$ cat src/rtl/id_ex_stage.sv
// ID/EX pipeline register with load-use hazard detection, flush/stall handling
// and a saturating count of inserted bubbles.
module id_ex_stage #(
  parameter int DATA_W     = 64,
  parameter int REG_ADDR_W = 5,
  parameter int CNT_W      = 16
) (
  input  logic                     clk,
  input  logic                     rst,
  input  logic                     id_valid,
  input  logic                     id_alusrc,
  input  logic                     id_memtoreg,
  input  logic                     id_regwrite,
  input  logic                     id_memread,
  input  logic                     id_memwrite,
  input  logic                     id_branch,
  input  logic [1:0]               id_aluop,
  input  logic [3:0]               id_funct,
  input  logic [DATA_W-1:0]        id_pc,
  input  logic signed [DATA_W-1:0] id_rs1_data,
  input  logic signed [DATA_W-1:0] id_rs2_data,
  input  logic signed [DATA_W-1:0] id_imm,
  input  logic [REG_ADDR_W-1:0]    id_rs1,
  input  logic [REG_ADDR_W-1:0]    id_rs2,
  input  logic [REG_ADDR_W-1:0]    id_rd,
  input  logic                     flush,
  input  logic                     ex_stall,
  output logic                     ex_valid,
  output logic                     ex_alusrc,
  output logic                     ex_memtoreg,
  output logic                     ex_regwrite,
  output logic                     ex_memread,
  output logic                     ex_memwrite,
  output logic                     ex_branch,
  output logic [1:0]               ex_aluop,
  output logic [3:0]               ex_funct,
  output logic [DATA_W-1:0]        ex_pc,
  output logic signed [DATA_W-1:0] ex_rs1_data,
  output logic signed [DATA_W-1:0] ex_rs2_data,
  output logic signed [DATA_W-1:0] ex_imm,
  output logic [REG_ADDR_W-1:0]    ex_rs1,
  output logic [REG_ADDR_W-1:0]    ex_rs2,
  output logic [REG_ADDR_W-1:0]    ex_rd,
  output logic                     id_hold,
  output logic [CNT_W-1:0]         bubble_cnt
);

  function automatic logic [CNT_W-1:0] sat_inc(input logic [CNT_W-1:0] v);
    return (&v) ? v : v + {{(CNT_W-1){1'b0}}, 1'b1};
  endfunction

  logic       uses_rs2;
  logic       load_use;
  logic [7:0] ctrl_p0;
  logic [7:0] ctrl_p1;
  logic       vld_p1;

  // ID side: hazard detection and control qualification
  assign uses_rs2 = !id_alusrc | id_memwrite;
  assign load_use = vld_p1 & ex_memread & (ex_rd != '0) & id_valid &
                    ((ex_rd == id_rs1) | (uses_rs2 & (ex_rd == id_rs2)));
  assign id_hold  = !flush & (ex_stall | load_use);

  // An invalid ID slot never forwards its (possibly undefined) decoder outputs.
  assign ctrl_p0 = id_valid ? {id_alusrc, id_memtoreg, id_regwrite, id_memread,
                               id_memwrite, id_branch, id_aluop} : 8'd0;

  // ID -> EX control registers
  always_ff @(posedge clk) begin
    if (rst) begin
      vld_p1     <= 1'b0;
      ctrl_p1    <= 8'd0;
      bubble_cnt <= '0;
    end else if (flush) begin
      vld_p1  <= 1'b0;
      ctrl_p1 <= 8'd0;
    end else if (ex_stall) begin
      vld_p1  <= vld_p1;
      ctrl_p1 <= ctrl_p1;
    end else if (load_use) begin
      vld_p1     <= 1'b0;
      ctrl_p1    <= 8'd0;
      bubble_cnt <= sat_inc(bubble_cnt);
    end else begin
      vld_p1  <= id_valid;
      ctrl_p1 <= ctrl_p0;
    end
  end

  // ID -> EX data and index registers; bubbles and flushes leave them as-is
  always_ff @(posedge clk) begin
    if (rst) begin
      ex_funct    <= '0;
      ex_pc       <= '0;
      ex_rs1_data <= '0;
      ex_rs2_data <= '0;
      ex_imm      <= '0;
      ex_rs1      <= '0;
      ex_rs2      <= '0;
      ex_rd       <= '0;
    end else if (!flush && !ex_stall && !load_use) begin
      ex_funct    <= id_funct;
      ex_pc       <= id_pc;
      ex_rs1_data <= id_rs1_data;
      ex_rs2_data <= id_rs2_data;
      ex_imm      <= id_imm;
      ex_rs1      <= id_rs1;
      ex_rs2      <= id_rs2;
      ex_rd       <= id_rd;
    end
  end

  assign ex_valid = vld_p1;
  assign {ex_alusrc, ex_memtoreg, ex_regwrite, ex_memread,
          ex_memwrite, ex_branch, ex_aluop} = ctrl_p1;

endmodule

$ cat config.mk
export PLATFORM = sky130hd
export DESIGN_NAME = id_ex_stage
export DESIGN_NICKNAME = d
export VERILOG_FILES = /design/src/rtl/id_ex_stage.sv
export SDC_FILE = /design/constraint.sdc
export NUM_CORES = 1
export LEC_CHECK = 0
export ABC_AREA = 1
export BUFFER_PORTS_ARGS = -buffer_cell sky130_fd_sc_hd__buf_2
export CORE_AREA = 2 2 230 232
export CTS_BUF_LIST = sky130_fd_sc_hd__clkbuf_2
export DETAILED_ROUTE_END_ITERATION = 8
export DIE_AREA = 0 0 232 234
export GPL_TIMING_DRIVEN = 1
export PLACE_DENSITY = 0.49
export SETUP_SLACK_MARGIN = 0.2
export SKIP_CTS_REPAIR_TIMING = 1
export SLEW_MARGIN = 0
export SYNTH_ARGS = -nofsm -noshare
export SYNTH_HDL_FRONTEND = slang
export SYNTH_SLANG_ARGS = --single-unit
$ cat constraint.sdc
create_clock -name clk -period 1.8 [get_ports clk]
set_input_delay 0.18 -clock clk [delete_from_list [all_inputs] [get_ports clk]]
set_output_delay 0.18 -clock clk [all_outputs]
set_load 0.005 [all_outputs]
# Word level (Yosys, flattened, before mapping)
# Cells that the tools add are included.
# word_totals
latch_bits	0
ff_bits	300
rom_bits	0
wordCells	39
output_inout_bits	301
mem_count	0
mem_bits_rw	0
in_bits	288
# classes
shift	0
eq_ne	2
reduce_logical	10
muxes	3
n_mul	0
bitwise	12
order_cmp	0
n_div	0
n_addsub	1
# op_table
cell	n
16-bit by 1-bit adder with 16-bit output (second input constant)	1
8-bit 2-to-1 mux	2
16-bit AND reduction	1
5-bit equality test	2
1-bit AND	6
5-bit nonzero test	1
1-bit logical NOT	4
4-bit AND reduction	1
1-bit inverter	3
1-bit bitwise OR	3
1-bit logical AND	2
2-bit OR reduction	1
1-bit 2-to-1 mux	1

# Longest topological paths before layout
# Gate-level depths: netlist (run 1).
# depth
word_depth	7
mapped_depth	13
ltp_nobuf	11

# Least setup slack after synthesis (run 1)
# No wires, ideal clock.
# synth_path
path_kind	register to register
from	register bubble_cnt[1]
to	register bubble_cnt[1]
arrival_time_ps	1484
stages_incl_launch_ff	12
setup_time_ps	113
synth_period_minus_slack_ps	1597
slack_ps	203
path_buffers	1
required_time_ps	1687
cell_sequence	dfxtp_1 > ha_1 > nand2_1 > nor2_1 > inv_1 > nor2_1 > nand3_1 > nand4_2 > buf_4 > nand2_1 > nand2_1 > nor2_1
# synth_via
elab_chain_cells	3
elab_cells_between_ends	4
classes_between	add/sub (1); bitwise (1); reduce/logical (2)
# synth_lines
item	line	rtl
start: declaration	45	output logic [CNT_W-1:0] bubble_cnt
start signal: assignment	83	bubble_cnt <= sat_inc(bubble_cnt);
parallel branches: the longest is 3 deep, another holds 16-bit by 1-bit adder with 16-bit output	n/a	
# Parallel ways; which one is timed is not known.
# A chain may end at the register's enable or synchronous reset.

# Final worst setup path (run 1)
# layout_path
from	register ex_rd[3]
to	output port id_hold
# layout_via
elab_chain_cells	6
elab_cells_between_ends	10
classes_between	eq/ne (2); bitwise (7); reduce/logical (1)
# layout_lines
item	line	rtl
start: declaration	43	output logic [REG_ADDR_W-1:0] ex_rd,
start signal: assignment	109	ex_rd <= id_rd;
5-bit equality test or 5-bit nonzero test (tied branches)	61, 60	
1-bit AND (on tied branches)	61, 60	
1-bit bitwise OR or 1-bit AND (tied branches)	61, 60	
1-bit AND (*)	60	assign load_use = vld_p1 & ex_memread & (ex_rd != '0) & id_valid &
1-bit bitwise OR (*)	62	assign id_hold = !flush & (ex_stall | load_use);
1-bit AND (*)	62	
end: declaration	44	output logic id_hold,
# Mark *: on every way between the ends. The rest lies on a longest branch, timed or not.

==> run_results.csv, run 1 <==
group,metric,value,unit
sta,fmax,0.411,GHz
sta,worst_pin_slew,0.449,ns
global_routing,grt_pass1_vias,11100,
finish,final_nets,3013,
floorplanning,core,52000,µm²
critical_path,required,1.62,ns
power_and_ir_drop,ir_worst_vdd,0.449,mV
clock_tree,cts-root-buf,"clkbuf_2",
critical_path,r2r_end,"ex_rs2_data[31]",
logic_synthesis,async_flop_share,0,
sta,timing.final.ws_setup,-0.634,ns
critical_path,critPathLaunchType,"register",
finish,drive_gt1_frac,0.341,
global_routing,grt_max_degree,94,
critical_path,critPathMaxFanout,7,
placed_design,port_buffers,588,
sta,fin_crit,2.43,ns
finish,fin_util,0.438,
logic_synthesis,ys_ff_latch,300,
run_status,violations,"negative hold slack, negative setup slack",
logic_synthesis,synth_cell_types,29,
route,drtIter0Drc,690,
route,drtAntennaViolNets,0,
global_routing,grt_overflow_total,0,
sta,period_share,1.35,
critical_path,critical_path_class,"reg2out",
worst_hold_path,hold_class,"in2reg",
clock_tree,cts_buffers,86,
route,drc_errors,0,
logic_synthesis,synth_warnings,0,
clock_tree,path_clk_slew,0.08,ns
global_routing,antenna_found_initial,5,
logic_synthesis,ys_dominant_reg_cell,"dfxtp_1",
floorplanning,die_w,232,µm
global_routing,grt_pass1_wl,60700,µm
finish,fin_area,22800,µm²
sta,whs,-0.518,ns
power_and_ir_drop,p_leak,0.0108,µW
finish,nFillCells,5016,
clock_tree,cts_tree,"built",
route,dr.pass1.iters,6,
clock_tree,cts.sinks,300,
finish,area_growth,104,%
critical_path,critPathLaunch,"ex_rd[3]",
logic_synthesis,synth_enable_flop_cells,0,
sta,drv_slew,0,
global_routing,gr-usage-all-layers,0.143,
logic_synthesis,synth_fp_nets,1748,
run,maxCapViolCount,0,
route,post_drt_wl_per_cell,15.3,µm
sta,finalSetupViolations,263,
logic_synthesis,syn_area,11200,µm²
floorplanning,die_y,234,µm
placed_design,place_area,15100,µm²
floorplanning,rows,84,
logic_synthesis,avgSynthCellArea,7.66,µm²
route,vias,14800,
finish,instances_no_fill,3478,
floorplanning,io_pins,589,
sta,hold_viol_final,25,
critical_path,rr_startpoint,"ex_rd[3]",
run_status,outcome,"complete, but fails checks",
placed_design,post-place-ws,-0.0794,ns
route,viasPerCell,4.27,
sta,relSlewSlack,0.700,
worst_hold_path,hold_depth,3,
placed_design,place_hpwl,31000,µm
clock_tree,cts_max_path_buffers,3,
worst_hold_path,whs_endpoint,"ex_rs1[3]",
clock_tree,htreeDepth,3,
floorplanning,initial_utilization,0.215,
floorplanning,die_area,54300,µm²
placed_design,dp_cells,2715,
power_and_ir_drop,powerDensity,690,nW/µm²
logic_synthesis,synthCells,1459,
worst_hold_path,hp-start,"id_rs1[3]",
critical_path,critical_path_arrival,2.25,ns
sta,skew,0.0664,ns
placed_design,gp_congestion,0.830,
critical_path,endpoint_kind,"output port",
sta,rsz0062_at_grt,"yes",
logic_synthesis,ys_seq_area_frac,0.538,
critical_path,ff2ff_path_depth,15,
critical_path,rrSetupSlack,-0.26,ns
route,routed_wl,53100,µm
clock_tree,insertion_delay,1.00,ns
worst max-delay path by stage:
stage | end | slack, ns | cells past startpoint
after floorplan | bubble_cnt[1] | 0.20 | 11
final | id_hold | -0.63 | 10
after global routing | id_hold | -0.87 | 10
after detailed placement | ex_rs1_data[37] | -0.08 | 11
after global placement | ex_rs1_data[37] | -0.04 | 11
after CTS | id_hold | -1.03 | 10
final cells by class:
class                   instances  area (µm²)  area share
multi-input cells            1016        4670       0.205
inverters                      47         208     0.00912
repair inverters                5        98.8     0.00434
flip-flops and latches        300        6030       0.265
clock inverters                15        95.1     0.00418
clock buffers                 134         671      0.0294
diodes                          5        12.5    0.000549
repair buffers               1268       10100       0.445
well taps                     688         861      0.0378
where the power goes:
| group | internal (µW) | switching (µW) | leakage [µW] |
|---|---|---|---|
| Combinational | 1920 | 1430 | 0.00771 |
| Clock | 2090 | 3010 | 0.000593 |
| Sequential | 7040 | 226 | 0.00248 |
| Total | 11100 | 4660 | 0.0108 |
state kept, by name (all words and copies together) (netlist names):
| register | count |
|---|---|
| bubble_cnt | 16 |
| ctrl_p1 | 8 |
| ex_funct | 4 |
| ex_imm | 64 |
| ex_pc | 64 |
| ex_rd | 5 |
| ex_rs1 | 5 |
| ex_rs1_data | 64 |
| ex_rs2 | 5 |
| ex_rs2_data | 64 |
| ex_valid | 1 |
cells in the mapped netlist, types with 2 or more instances:
library cell	n	area share
buf_2	19	0.0085
dfxtp_1	300	0.54
buf_6	26	0.026
or2_2	2	0.0011
nor3_1	3	0.0013
nand4_1	19	0.011
nand2_1	79	0.027
nor2_1	595	0.20
o21ai_1	79	0.035
nand3_1	8	0.0036
inv_1	40	0.013
a21oi_1	11	0.0049
buf_4	18	0.012
inv_2	5	0.0017
o21bai_1	8	0.0054
o21ai_0	196	0.088
clkbuf_1	35	0.012
xor2_1	5	0.0039
metrics by stage:
step / TNS, ns / hold WS [ns] / power (µW)
after CTS: -27.83 / -0.827 / 14600
after global placement: -0.0427 / 0.414 / 9400
final: -30.99 / -0.518 / 15700
after floorplan: 0 / 0.326 / 8330
after detailed placement: -1.94 / 0.421 / 9430
after global routing: -73.59 / -0.680 / 16700
cell families (layout without fill, tap and decap cells):
logic type | after synthesis | count (layout) | synth area share
adders and majority gates | 1 | 1 | 0.00112
and+or+nand+nor | 712 | 715 | 0.248
xor gates and xnor gates | 6 | 6 | 0.00470
buffers and inverters | 146 | 1469 | 0.0749
other | 0 | 5 | 0
DFF | 300 | 300 | 0.538
AOI/OAI and AO/OA | 294 | 294 | 0.134
placed cells by master (no fill, tap or decap), drive strengths merged:
| master | netlist | routed |
|---|---|---|
| nand2 | 81 | 82 |
| bufinv | 0 | 1 |
| clkinv | 1 | 14 |
| dfxtp | 300 | 300 |
| inv | 46 | 49 |
| a21oi | 11 | 11 |
| o21bai | 8 | 8 |
| nand4 | 20 | 21 |
| or2 | 2 | 2 |
| ha | 1 | 1 |
| clkinvlp | 0 | 3 |
| buf | 64 | 690 |
| nor2 | 596 | 596 |
| dlygate4sd3 | 0 | 564 |
| diode | 0 | 5 |
| o21ai | 275 | 275 |
| nand3b | 1 | 1 |
| nand3 | 9 | 10 |
| nor3 | 3 | 3 |
| xnor2 | 1 | 1 |
| clkbuf | 35 | 148 |
| xor2 | 5 | 5 |
routing by layer:
layer,part of all wire,track usage,vias to the layer above
li1,-,-,7234
met3,0.070,0.0474,141
met4,0.031,0.0637,0
met1,0.39,0.169,6837
met2,0.51,0.236,623
met5,0,0,-
critical path, stage by stage (launching register included):
cell	delay [ns]
dfxtp_4	0.38
inv_2	0.05
nand2_1	0.05
nand2_1	0.05
nor2_1	0.11
nand3_1	0.09
nand2_2	0.09
nand2_2	0.06
buf_6	0.14
a21oi_2	0.13
buf_2	0.13
No activity file was read; power rests on OpenSTA's default activity.
==> run 2, diff against run 1 <==
--- a/config.mk
+++ b/config.mk
@@ -19,3 +19,4 @@
 export SYNTH_ARGS = -nofsm -noshare
 export SYNTH_HDL_FRONTEND = slang
 export SYNTH_SLANG_ARGS = --single-unit
+export TNS_END_PERCENT = 20
==> constraint.sdc (replaced) <==
create_clock -name clk -period 1.8 [get_ports clk]
set_input_delay 0.09 -clock clk [delete_from_list [all_inputs] [get_ports clk]]
set_output_delay 0.09 -clock clk [all_outputs]
set_load 0.005 [all_outputs]
==> run 2 against run 1 <==
The flow still finishes with violations (negative hold slack, negative setup slack). Global-route usage is 0.079 points lower. Worst setup slack better by 0.11 ns. Routed wire length is 6.3% higher. Via count is 2.1% higher. Register-to-register slack worse by 0.03 ns. Die area stayed put. Highest routed layer is now met5.
==> run_results.csv, run 2 (synthesis gave the netlist of run 1 again) <==
group,metric,value,unit
run_status,outcome,"complete, but fails checks",
run_status,violations,"negative hold slack, negative setup slack",
floorplanning,initial_utilization,0.215,
critical_path,critPathLaunch,"ex_rd[1]",
placed_design,port_buffers,588,
route,dr.pass1.iters,5,
power_and_ir_drop,p_leak,0.0111,µW
sta,relSlewSlack,0.679,
critical_path,endpoint_kind,"output port",
global_routing,grt_pass1_vias,11200,
route,drtAntennaViolNets,0,
floorplanning,die_area,54300,µm²
critical_path,required,1.71,ns
route,drc_errors,0,
placed_design,gp_congestion,0.825,
critical_path,critical_path_arrival,2.23,ns
sta,worst_pin_slew,0.479,ns
worst_hold_path,hp-start,"id_rs1[1]",
clock_tree,cts_max_path_buffers,3,
sta,hold_viol_final,14,
floorplanning,core,52000,µm²
power_and_ir_drop,ir_worst_vdd,0.419,mV
global_routing,grt_max_degree,100,
route,post_drt_wl_per_cell,16.1,µm
sta,drv_slew,0,
sta,period_share,1.29,
global_routing,grt_pass1_wl,60900,µm
clock_tree,htreeDepth,3,
route,viasPerCell,4.33,
global_routing,grt_overflow_total,0,
sta,fin_crit,2.32,ns
run,maxCapViolCount,0,
clock_tree,cts_buffers,85,
power_and_ir_drop,fin_total_pwr,16200,µW
placed_design,place_area,15000,µm²
global_routing,antenna_found_initial,6,
critical_path,critical_path_class,"reg2out",
finish,drive_gt1_frac,0.365,
critical_path,critPathLaunchType,"register",
floorplanning,io_pins,589,
clock_tree,path_clk_slew,0.12,ns
floorplanning,die_y,234,µm
sta,timing.final.ws_setup,-0.522,ns
placed_design,place_hpwl,30200,µm
finish,most-common-layout-cells,"586 x buf_2, 568 x dlygate4sd3_1, 476 x nor2_1, 294 x dfxtp_1, 146 x o21ai_0",
global_routing,use_met3,0.0502,
clock_tree,cts_tree,"built",
sta,fmax,0.431,GHz
critical_path,rr_startpoint,"ex_rd[1]",
sta,skew,0.0813,ns
sta,whs,-0.594,ns
global_routing,gr-usage-all-layers,0.142,
finish,final_common_cell,"buf_2",
clock_tree,cts-root-buf,"clkbuf_2",
finish,area_growth,111,%
worst_hold_path,hold_class,"in2reg",
floorplanning,die_w,232,µm
clock_tree,cts.sinks,300,
route,routed_wl,56400,µm
global_routing,use_met2,0.238,
route,vias,15200,
clock_tree,insertion_delay,1.03,ns
power_and_ir_drop,powerDensity,685,nW/µm²
sta,finalSetupViolations,278,
critical_path,critPathMaxFanout,5,
global_routing,gr-max-usage-layer,"met2",
route,drtIter0Drc,677,
finish,final_nets,3030,
finish,nFillCells,4840,
sta,rsz0062_at_grt,"yes",
finish,fin_area,23600,µm²
global_routing,use_met1,0.164,
floorplanning,rows,84,
-- run 2: area by class of cell --
cell class / instances / area (µm²) / share of cell area
Tap cell: 688 / 861 / 0.0365
Timing Repair inverter: 6 / 124 / 0.00525
Inverter: 47 / 210 / 0.00891
Multi-Input combinational cell: 1015 / 4930 / 0.209
Timing Repair Buffer: 1286 / 10600 / 0.450
Antenna cell: 10 / 25.0 / 0.00106
Sequential cell: 300 / 6030 / 0.255
Clock inverter: 23 / 154 / 0.00652
Clock buffer: 127 / 636 / 0.0269
-- run 2: through the flow --
stage          TNS, ns  setup WS [ns]  instances   util
5_1_grt         -77.46         -0.860       3499  0.453
6_report        -33.47         -0.522       3502  0.453
3_5_place_dp     -2.47        -0.0678       2708  0.289
4_1_cts         -11.33         -0.955       2858  0.304
2_1_floorplan        0          0.203       1459      -
3_3_place_gp   -0.0102        -0.0102       2708  0.289
-- run 2: worst paths after layout --
check | end | slack (ns) | cells past startpoint
setup / recovery | id_hold | -0.52 | 10
hold / removal | ex_rs1[1] | -0.59 | 3
setup reg to reg | ex_pc[18] | -0.29 | 16
hold reg to reg | ctrl_p1[0] | 0.47 | 2
-- run 2: report_power, final --
part / switching [µW] / internal, µW / leakage (µW)
registers: 274 / 7040 / 0.00248
clock network: 3080 / 2170 / 0.000607
logic: 1520 / 2070 / 0.00801
-- run 2: layer usage --
layer | share of wire | vias up | wire (µm)
met5 | 0.00012 | - | 7
met4 | 0.035 | 2 | 2000
met3 | 0.069 | 176 | 3900
met2 | 0.50 | 635 | 28400
met1 | 0.39 | 7020 | 22200
li1 | - | 7317 | -
-- run 2: worst max-delay path: stages, from the launching register on --
cell     delay [ns]
dfxtp_4        0.41
inv_4          0.04
nand2_2        0.04
nand2_1        0.04
nor2_1         0.11
nand3_1        0.10
nand2_2        0.11
nand2_4        0.06
buf_8          0.12
a21oi_2        0.11
buf_2          0.12
